**src/rtl/fpga_mode_pkg.sv**
```systemverilog
// fpga_mode_pkg: shared definitions for the HF/LF personality sequencer.
//   seq_state_e  : sequencer states (IDLE, DEBOUNCE, DRAIN, SWITCH, SETTLE)
//   MODE_HF/LF   : mux select encodings (1 = HF, 0 = LF)
//   CNT_W, cnt_t : width/type of the phase down-counter
//   load_value() : converts a cycle count into the counter load value
package fpga_mode_pkg;

  localparam int   CNT_W   = 16;
  localparam logic MODE_HF = 1'b1;
  localparam logic MODE_LF = 1'b0;

  typedef logic [CNT_W-1:0] cnt_t;

  typedef enum logic [2:0] {
    IDLE,
    DEBOUNCE,
    DRAIN,
    SWITCH,
    SETTLE
  } seq_state_e;

  // A phase of N cycles ends on the cycle the counter reads 0,
  // so the counter is loaded with N-1 on entry.
  function automatic cnt_t load_value(input int unsigned cycles);
    return cnt_t'(cycles - 1);
  endfunction

endpackage

```
**src/rtl/fpga_sync2.sv**
```systemverilog
// fpga_sync2: two-flop synchroniser for a single asynchronous bit.
//   clk       : destination clock
//   rst_n     : asynchronous active-low reset
//   d         : asynchronous input
//   q         : synchronised output (second flop)
// RESET_VAL sets the value both flops take during reset, so the
// synchronised output starts out agreeing with the caller's reset state.
module fpga_sync2 #(
  parameter logic RESET_VAL = 1'b0
) (
  input  logic clk,
  input  logic rst_n,
  input  logic d,
  output logic q
);

  logic meta_q;
  logic sync_q;

  // NOTE: registers are written with non-blocking assignments so every
  // flop samples the pre-edge value; blocking here would collapse the
  // two stages into one.
  always_ff @(posedge clk or negedge rst_n) begin
    if (!rst_n) begin
      meta_q <= RESET_VAL;
      sync_q <= RESET_VAL;
    end else begin
      meta_q <= d;
      sync_q <= meta_q;
    end
  end

  assign q = sync_q;

endmodule

```
**src/rtl/fpga_mode_sequencer.sv**
```systemverilog
// fpga_mode_sequencer: break-before-make controller for the HF/LF
// personality select of the all-in-one FPGA top level.
//
// Ports:
//   pck0      in   clock
//   nrst      in   asynchronous active-low reset
//   mode_req  in   raw FPGA_SWITCH request from the ARM, asynchronous (1 = HF)
//   ssp_busy  in   an SSP frame is in progress in the active personality
//   mode_sel  out  select line for every HF/LF output mux (1 = HF)
//   pwr_gate  out  forces pwr_lo/hi/oe1-4 and PWR_LO_EN low at the muxes
//   adc_gate  out  holds adc_noe high and adc_clk low
//   ssp_hold  out  holds ssp_frame/ssp_clk low
//   busy      out  a sequence is in progress (state != IDLE)
//
// Optional build macro FPGA_MODE_SEQ_STATUS_EN adds:
//   switch_cnt[7:0] out  saturating count of completed select flips
//   abort_seen      out  sticky flag, set when a debounce is abandoned
//
// Sequence: IDLE -> DEBOUNCE -> DRAIN -> SWITCH -> SETTLE -> IDLE.
// The three gates are asserted in DRAIN, SWITCH and SETTLE only, so the
// select can never move while a personality is driving the outputs.
// busy additionally covers DEBOUNCE, since a sequence has begun there
// even though nothing is gated yet.
module fpga_mode_sequencer
  import fpga_mode_pkg::*;
#(
  parameter int unsigned DEBOUNCE_CYCLES = 1024,
  parameter int unsigned DRAIN_CYCLES    = 64,
  parameter int unsigned SETTLE_CYCLES   = 256,
  parameter logic        RESET_MODE      = MODE_HF
) (
  input  logic       pck0,
  input  logic       nrst,
  input  logic       mode_req,
  input  logic       ssp_busy,
  output logic       mode_sel,
  output logic       pwr_gate,
  output logic       adc_gate,
  output logic       ssp_hold,
  output logic       busy
`ifdef FPGA_MODE_SEQ_STATUS_EN
  ,
  output logic [7:0] switch_cnt,
  output logic       abort_seen
`endif
);

  localparam cnt_t DEBOUNCE_LOAD = load_value(DEBOUNCE_CYCLES);
  localparam cnt_t DRAIN_LOAD    = load_value(DRAIN_CYCLES);
  localparam cnt_t SETTLE_LOAD   = load_value(SETTLE_CYCLES);

  logic       req_s;
  seq_state_e state_q, state_d;
  cnt_t       cnt_q, cnt_d;
  logic       mode_q;
  logic       gate_q, gate_d;
  logic       busy_q;
  logic       cnt_zero;

  // The request is the only asynchronous input; it is sampled nowhere
  // else. The flops reset to RESET_MODE so no switch is requested
  // straight out of reset unless mode_req really disagrees.
  fpga_sync2 #(
    .RESET_VAL (RESET_MODE)
  ) u_req_sync (
    .clk   (pck0),
    .rst_n (nrst),
    .d     (mode_req),
    .q     (req_s)
  );

  assign cnt_zero = (cnt_q == '0);

  // NOTE: every signal assigned in this block gets a default first, so no
  // path leaves one unassigned and no latch is inferred.
  always_comb begin
    state_d = state_q;
    // Free-running decrement that parks at 0; each phase reloads on entry.
    cnt_d   = cnt_zero ? cnt_q : cnt_q - cnt_t'(1);

    unique case (state_q)
      IDLE: begin
        if (req_s != mode_q) begin
          state_d = DEBOUNCE;
          cnt_d   = DEBOUNCE_LOAD;
        end
      end
      DEBOUNCE: begin
        // Any cycle of agreement abandons the request outright.
        if (req_s == mode_q) begin
          state_d = IDLE;
        end else if (cnt_zero) begin
          state_d = DRAIN;
          cnt_d   = DRAIN_LOAD;
        end
      end
      DRAIN: begin
        // Never cut an SSP frame: wait past the minimum for it to end.
        if (cnt_zero && !ssp_busy) begin
          state_d = SWITCH;
        end
      end
      SWITCH: begin
        state_d = SETTLE;
        cnt_d   = SETTLE_LOAD;
      end
      SETTLE: begin
        if (cnt_zero) begin
          state_d = IDLE;
        end
      end
      default: begin
        // Unreachable encodings recover through a gated settle period.
        state_d = SETTLE;
        cnt_d   = SETTLE_LOAD;
      end
    endcase

    gate_d = (state_d == DRAIN) || (state_d == SWITCH) || (state_d == SETTLE);
  end

  // Reset lands in SETTLE with everything gated, so the muxes get the
  // same settling time after power-up as after a switch.
  always_ff @(posedge pck0 or negedge nrst) begin
    if (!nrst) begin
      state_q <= SETTLE;
      cnt_q   <= SETTLE_LOAD;
      mode_q  <= RESET_MODE;
      gate_q  <= 1'b1;
      busy_q  <= 1'b1;
    end else begin
      state_q <= state_d;
      cnt_q   <= cnt_d;
      gate_q  <= gate_d;
      busy_q  <= (state_d != IDLE);
      if (state_q == SWITCH) begin
        mode_q <= ~mode_q;
      end
    end
  end

  assign mode_sel = mode_q;
  assign pwr_gate = gate_q;
  assign adc_gate = gate_q;
  assign ssp_hold = gate_q;
  assign busy     = busy_q;

`ifdef FPGA_MODE_SEQ_STATUS_EN
  logic [7:0] switch_cnt_q;
  logic       abort_seen_q;
  logic       abort;

  assign abort = (state_q == DEBOUNCE) && (req_s == mode_q);

  always_ff @(posedge pck0 or negedge nrst) begin
    if (!nrst) begin
      switch_cnt_q <= 8'd0;
      abort_seen_q <= 1'b0;
    end else begin
      if ((state_q == SWITCH) && (switch_cnt_q != 8'hFF)) begin
        switch_cnt_q <= switch_cnt_q + 8'd1;
      end
      if (abort) begin
        abort_seen_q <= 1'b1;
      end
    end
  end

  assign switch_cnt = switch_cnt_q;
  assign abort_seen = abort_seen_q;
`endif

endmodule

```
**config.mk**
```make
export PLATFORM = sky130hd
export DESIGN_NAME = fpga_mode_sequencer
export DESIGN_NICKNAME = d
export VERILOG_FILES = /design/src/rtl/fpga_mode_pkg.sv /design/src/rtl/fpga_sync2.sv /design/src/rtl/fpga_mode_sequencer.sv
export SDC_FILE = /design/constraint.sdc
export NUM_CORES = 1
export LEC_CHECK = 0
export ABC_CLOCK_PERIOD_IN_PS = 3000
export CAP_MARGIN = 25
export CELL_PAD_IN_SITES_DETAIL_PLACEMENT = 0
export CELL_PAD_IN_SITES_GLOBAL_PLACEMENT = 1
export CORE_UTILIZATION = 30
export CTS_CLUSTER_DIAMETER = 40
export DETAILED_ROUTE_END_ITERATION = 8
export PLACE_DENSITY = 0.63
export SLEW_MARGIN = 10
export SYNTH_ARGS = -nofsm -noshare
export SYNTH_HDL_FRONTEND = slang
export SYNTH_HIERARCHICAL = 1
export SYNTH_SLANG_ARGS = --single-unit
```
**constraint.sdc**
```tcl
create_clock -name pck0 -period 3 [get_ports pck0]
set_input_delay 0.75 -clock pck0 [delete_from_list [all_inputs] [get_ports pck0]]
set_output_delay 0.75 -clock pck0 [all_outputs]
set_load 0.02 [all_outputs]
```
# After elaboration in Yosys (flattened, before gate mapping)

Cells that the tools add are included.
Widths: inputs -> output; s select.

$add $sub $neg: 1
Multipliers: 0
Divide/modulo/power cells: 0
Order comparisons: 0
Eq/ne operators: 9
Shifts and indexed selects: 0
Multiplexer cells: 11
Bitwise operators: 1
Reductions and logical operators: 8

Operators with widths:

| cell                  | count |
|---|---|
| $mux 16               | 4 |
| $pmux 16 s3           | 1 |
| $logic_not 16->1      | 1 |
| $sub 16x1->16 const B | 1 |
| $mux 3                | 5 |
| $eq 3x2->1 const B    | 4 |
| $pmux 3 s4            | 1 |
| $eq 3x3->1 const B    | 2 |
| $eq 3x1->1 const B    | 1 |
| $logic_not 3->1       | 1 |
| $reduce_bool 3->1     | 1 |
| $logic_or 1x1->1      | 2 |
| $reduce_or 2->1       | 1 |
| $eq 1x1->1            | 1 |
| $logic_and 1x1->1     | 1 |
| $logic_not 1->1       | 1 |
| $ne 1x1->1            | 1 |
| $not 1->1             | 1 |

Flip-flop bits (word level): 24
Latch bits: 0
RAM bits: 0
Memory bits (read-only): 0
Input bits: 4
Output and inout port bits: 5
Word-level logic and storage cells: 37
Memories: 0

# Depth between registers and ports, before layout

Word-level depth: 7
Gate-level depth with buffers: 8
Depth with buffers taken out: 8

# Cells and area by module

The synthesis kept the hierarchy.

Modules (own cells, without submodules):

| module              | instances | cells each | area an instance (µm²) | sequential area each (µm²) |
|---|---|---|---|---|
| fpga_mode_sequencer | 1         | 131        | 1327.5                 | 565.5 |
| fpga_sync2          | 1         | 2          | 52.6                   | 52.6 |

# Least setup slack after synthesis

No wires, ideal clock.

Path kind: register to register
Start: register cnt_q[10]
End: register cnt_q[0]
Setup time: 83 ps
Data arrival time: 2028 ps
Data required time: 2917 ps
Path slack: 888 ps
Stages on the path, launching flop included: 7
Path buffers: 0
Period minus slack after synthesis: 2112 ps
Cell sequence: dfrtp_1 > or4_4 > nor4_4 > inv_4 > ha_1 > nor2b_1 > a41oi_1

Cells in the longest elaborated chain, start to end: 5
Elaborated cells between the ends (all ways): 6
Those cells by class: mux: 5; reduce/logical: 1

RTL lines:

| element                | RTL line                   | source |
|---|---|---|
| start, declared        | fpga_mode_sequencer.sv:54  | `cnt_t cnt_q, cnt_d;` |
| start signal, assigned | fpga_mode_sequencer.sv:133 | `cnt_q <= cnt_d;` |
| $logic_not 16->1 *     | fpga_mode_sequencer.sv:72  | `assign cnt_zero = (cnt_q == '0);` |
| $mux 16                | fpga_mode_sequencer.sv:79  | `cnt_d = cnt_zero ? cnt_q : cnt_q - cnt_t'(1);` |
| $mux 16                | fpga_mode_sequencer.sv:92  | `end else if (cnt_zero) begin` |
| $mux 16                | fpga_mode_sequencer.sv:90  | `if (req_s == mode_q) begin` |
| $pmux 16 s3 *          | fpga_mode_sequencer.sv:81  | `unique case (state_q)` |
| named net cnt_d[0]     | fpga_mode_sequencer.sv:54  |  |

The timed path passes the listed nets; every way through them passes the cells marked *.
A chain may end at the register's enable or synchronous reset.

# Final worst setup path

Start: register mode_q (netlist: mode_sel)
End: output mode_sel

RTL lines:

| element                | RTL line                   | source |
|---|---|---|
| start, declared        | fpga_mode_sequencer.sv:55  | `logic mode_q;` |
| start signal, assigned | fpga_mode_sequencer.sv:137 | `mode_q <= ~mode_q;` |
| end, declared          | fpga_mode_sequencer.sv:36  | `output logic mode_sel,` |

No word-level cell between the ends.

==> flow_metrics.tcl <==
set metrics [dict create \
    period_share_pct 72.86 \
    cts-buffers-inserted 3 \
    dr.first_iter.drc_count 26 \
    avgSynthCellArea_sq_um 10.38 \
    synth_edf_count 0 \
    min_to "u_req_sync/q" \
    path_delay_family "buffers and inverters" \
    yosysTopAreaCellShare_pct 26.65 \
    routed_wl_um 2644 \
    die_x_um 69.83 \
    finalSetupViolations 0 \
    synthCells 133 \
    grt_usage_pct 11.53 \
    final_core_util_pct 35.42 \
    multi_input_area_sq_um 686.9 \
    wire_per_inst_um 13.77 \
    synth_area_leader_cell "dfstp_2" \
    seq_area_frac_synth_pct 44.79 \
    clockBufferDepth 2 \
    start_util_pct 31.48 \
    tritoncts "built" \
    hp-start "u_req_sync/meta_q" \
    grt_pass1_wl_um 4519 \
    fin_crit_ps 2186 \
    firstDrtPassIters 4 \
    coreArea_sq_mm 0.004384 \
    gp_congestion 0.7583 \
    num_vias 1054 \
    holdPathStages 0 \
    grt_max_degree 25 \
    root_buffer "clkbuf_8" \
    syn_area_sq_mm 0.001380 \
    fmax_mhz 457.5 \
    rows 24 \
    n_antenna_cell 0 \
    cp_num_buf_inv 1 \
    clock-sinks 24 \
    irDropWorstVdd_uv 285.6 \
    power_uw 672.2 \
    layout_setup_ws_ps 814.1 \
    io_buffer_count 8 \
    p_leak_nw 0.5577 \
    dieArea_sq_mm 0.004876 \
    fill_cells 454 \
    grt_antenna_before_repair 0 \
    tns_ps 0 \
    async_flop_share_pct 100.0 \
    hold_violations 0 \
    slew-limit-headroom_pct 52.36 \
    ctsResizeCount 0 \
    cp-start-kind "flip-flop" \
    register_area_sq_um 618.1 \
    synth_ff_type "dfstp_2" \
    htreeDepth 1 \
    cp_max_fo 3 \
    path_clk_slew_ps 90 \
    drc_errors 0 \
    hold_buffers 0 \
    place_ws_ps 841.3 \
    grt_setup_unrepaired "no" \
    crit_chain "clkdlybuf4s50_1" \
    skew_ps 1.673 \
    drv_cap 0 \
    vias_per_cell 5.490 \
    ys_ff_latch 24 \
    die_height_um 69.83 \
    worstMarginPinSlew_ps 708.6 \
    path_class "flip-flop to primary output" \
    overflow 0 \
    synth_area_leaders "dfstp_2 27%, dfrtp_1 18%, or3_1 3.6%" \
    synth_fp_nets 139 \
    hold_path.class "flip-flop to flip-flop" \
    status "finished, final reports clean" \
    end_kind "primary output" \
    cp.required_ps 2250 \
    ioPinCount 9 \
    final_antenna_net_count 0 \
    ys_types 52 \
    grt_pass1_vias 964 \
    r2r-end "cnt_q[5]" \
    ys_warn_count 6 \
    cts_setup_buffers 0 \
    fin_nets 147 \
    cpMaxStageDelayCell "clkdlybuf4s50_1" \
    final_layout_size_suffix_gt1_share_pct 28.57 \
    synthToLayoutAreaGrowth_pct 12.51 \
    worstPathArrival_ps 1440 \
    r2r_start "cnt_q[10]" \
    holdWs_ps 360.3 \
    reg2regPathDepth 6 \
    power_density_mw_per_mm2 432.9 \
    place_hpwl_um 1815 \
    cpPeakStageDelay_ps 610 \
    clk_latency_ps 260 \
    r2r_slack_ps 840 \
    slew_violations 0 \
]
[kinds of logic (layout without fill, tap and decap cells)]
| logic type | after synthesis | count (layout) | synth area share (%) |
|---|---|---|---|
| AND/OR/NAND/NOR | 57 | 57 | 26.56 |
| AO/OA/AOI/OAI | 30 | 30 | 16.50 |
| flip-flops | 24 | 24 | 44.79 |
| buffers and inverters | 13 | 20 | 5.439 |
| adder cells (fa/ha/maj) | 3 | 3 | 2.538 |
| XOR/XNOR | 3 | 3 | 1.904 |
| multiplexers | 3 | 3 | 2.267 |
[power breakdown]
group / internal (mW) / switching [mW]
clock: 0.117 / 0.106
combinational: 0.0342 / 0.0340
sequential: 0.360 / 0.0206
[cell usage in the layout (no fill, tap or decap), types with 2 or more instances in the layout]
master           netlist  layout
dfstp_2               14      14
dfrtp_1               10      10
a21oi_1                8       8
nor2_1                 8       8
or3_1                  8       8
clkdlybuf4s50_1        0       8
nand2_1                5       5
nor4_1                 5       5
nor3_1                 5       5
clkbuf_8               0       4
buf_4                  2       4
or4_1                  3       3
inv_1                  3       3
o31ai_1                3       3
o41ai_1                3       3
nand2b_1               2       2
or4_4                  2       2
a31o_2                 2       2
or4_2                  2       2
or2_2                  2       2
xnor2_1                2       2
mux2i_1                2       2
nor3b_1                2       2
a211o_2                2       2
a31oi_1                2       2
nor2b_1                2       2
nand3_1                2       2
o21ai_0                2       2
ha_1                   2       2
[flip-flops by register name, summed over array words and instances, names as in the netlist]
| name | count |
|---|---|
| adc_gate | 1 |
| u_req_sync/q | 1 |
| mode_sel | 1 |
| state_q | 3 |
| cnt_q | 16 |
| u_req_sync/meta_q | 1 |
| busy | 1 |
[layout make-up]
class	count	area share, %
clock buffers	4	3.546
inverters	4	1.128
multi-input cells	96	44.24
flip-flops and latches	24	39.81
well taps	52	4.190
repair buffers	12	7.091
[per-stage QoR]
step	area, sq um	std cells
detailed placement	1498	188
floorplan	1380	133
global route	1553	192
CTS	1553	192
finish	1553	192
global placement	1498	188
[synth_stat cells (3+ instances only)]
| library cell | count |
|---|---|
| nor3_1 | 5 |
| a21oi_1 | 8 |
| o41ai_1 | 3 |
| clkbuf_1 | 3 |
| dfstp_2 | 14 |
| or3_1 | 8 |
| nand2_1 | 5 |
| or4_1 | 3 |
| dfrtp_1 | 10 |
| o31ai_1 | 3 |
| inv_1 | 3 |
| nor4_1 | 5 |
| nor2_1 | 8 |
[routing by layer]
metal / global-route usage, % / share of wire [%] / vias to the layer above
met3: 3.634 / 4.7 / 2
met1: 15.98 / 51 / 515
met5: 0 / 0 / -
met2: 17.52 / 43 / 21
li1: - / - / 516
met4: 2.667 / 0.64 / 0
[worst max-delay path by stage]
| stage | slack [ps] | end | start | cells after the start |
|---|---|---|---|---|
| 2_1_floorplan | 890 | cnt_q[0] | cnt_q[10] | 6 |
| 3_3_place_gp | 870 | cnt_q[5] | cnt_q[10] | 6 |
| 3_5_place_dp | 840 | cnt_q[6] | cnt_q[12] | 4 |
| 4_1_cts | 800 | mode_sel | mode_sel | 1 |
| 5_1_grt | 630 | cnt_q[8] | cnt_q[13] | 4 |
| 6_report | 810 | mode_sel | mode_sel | 1 |
(Power assumes the default switching activity.)
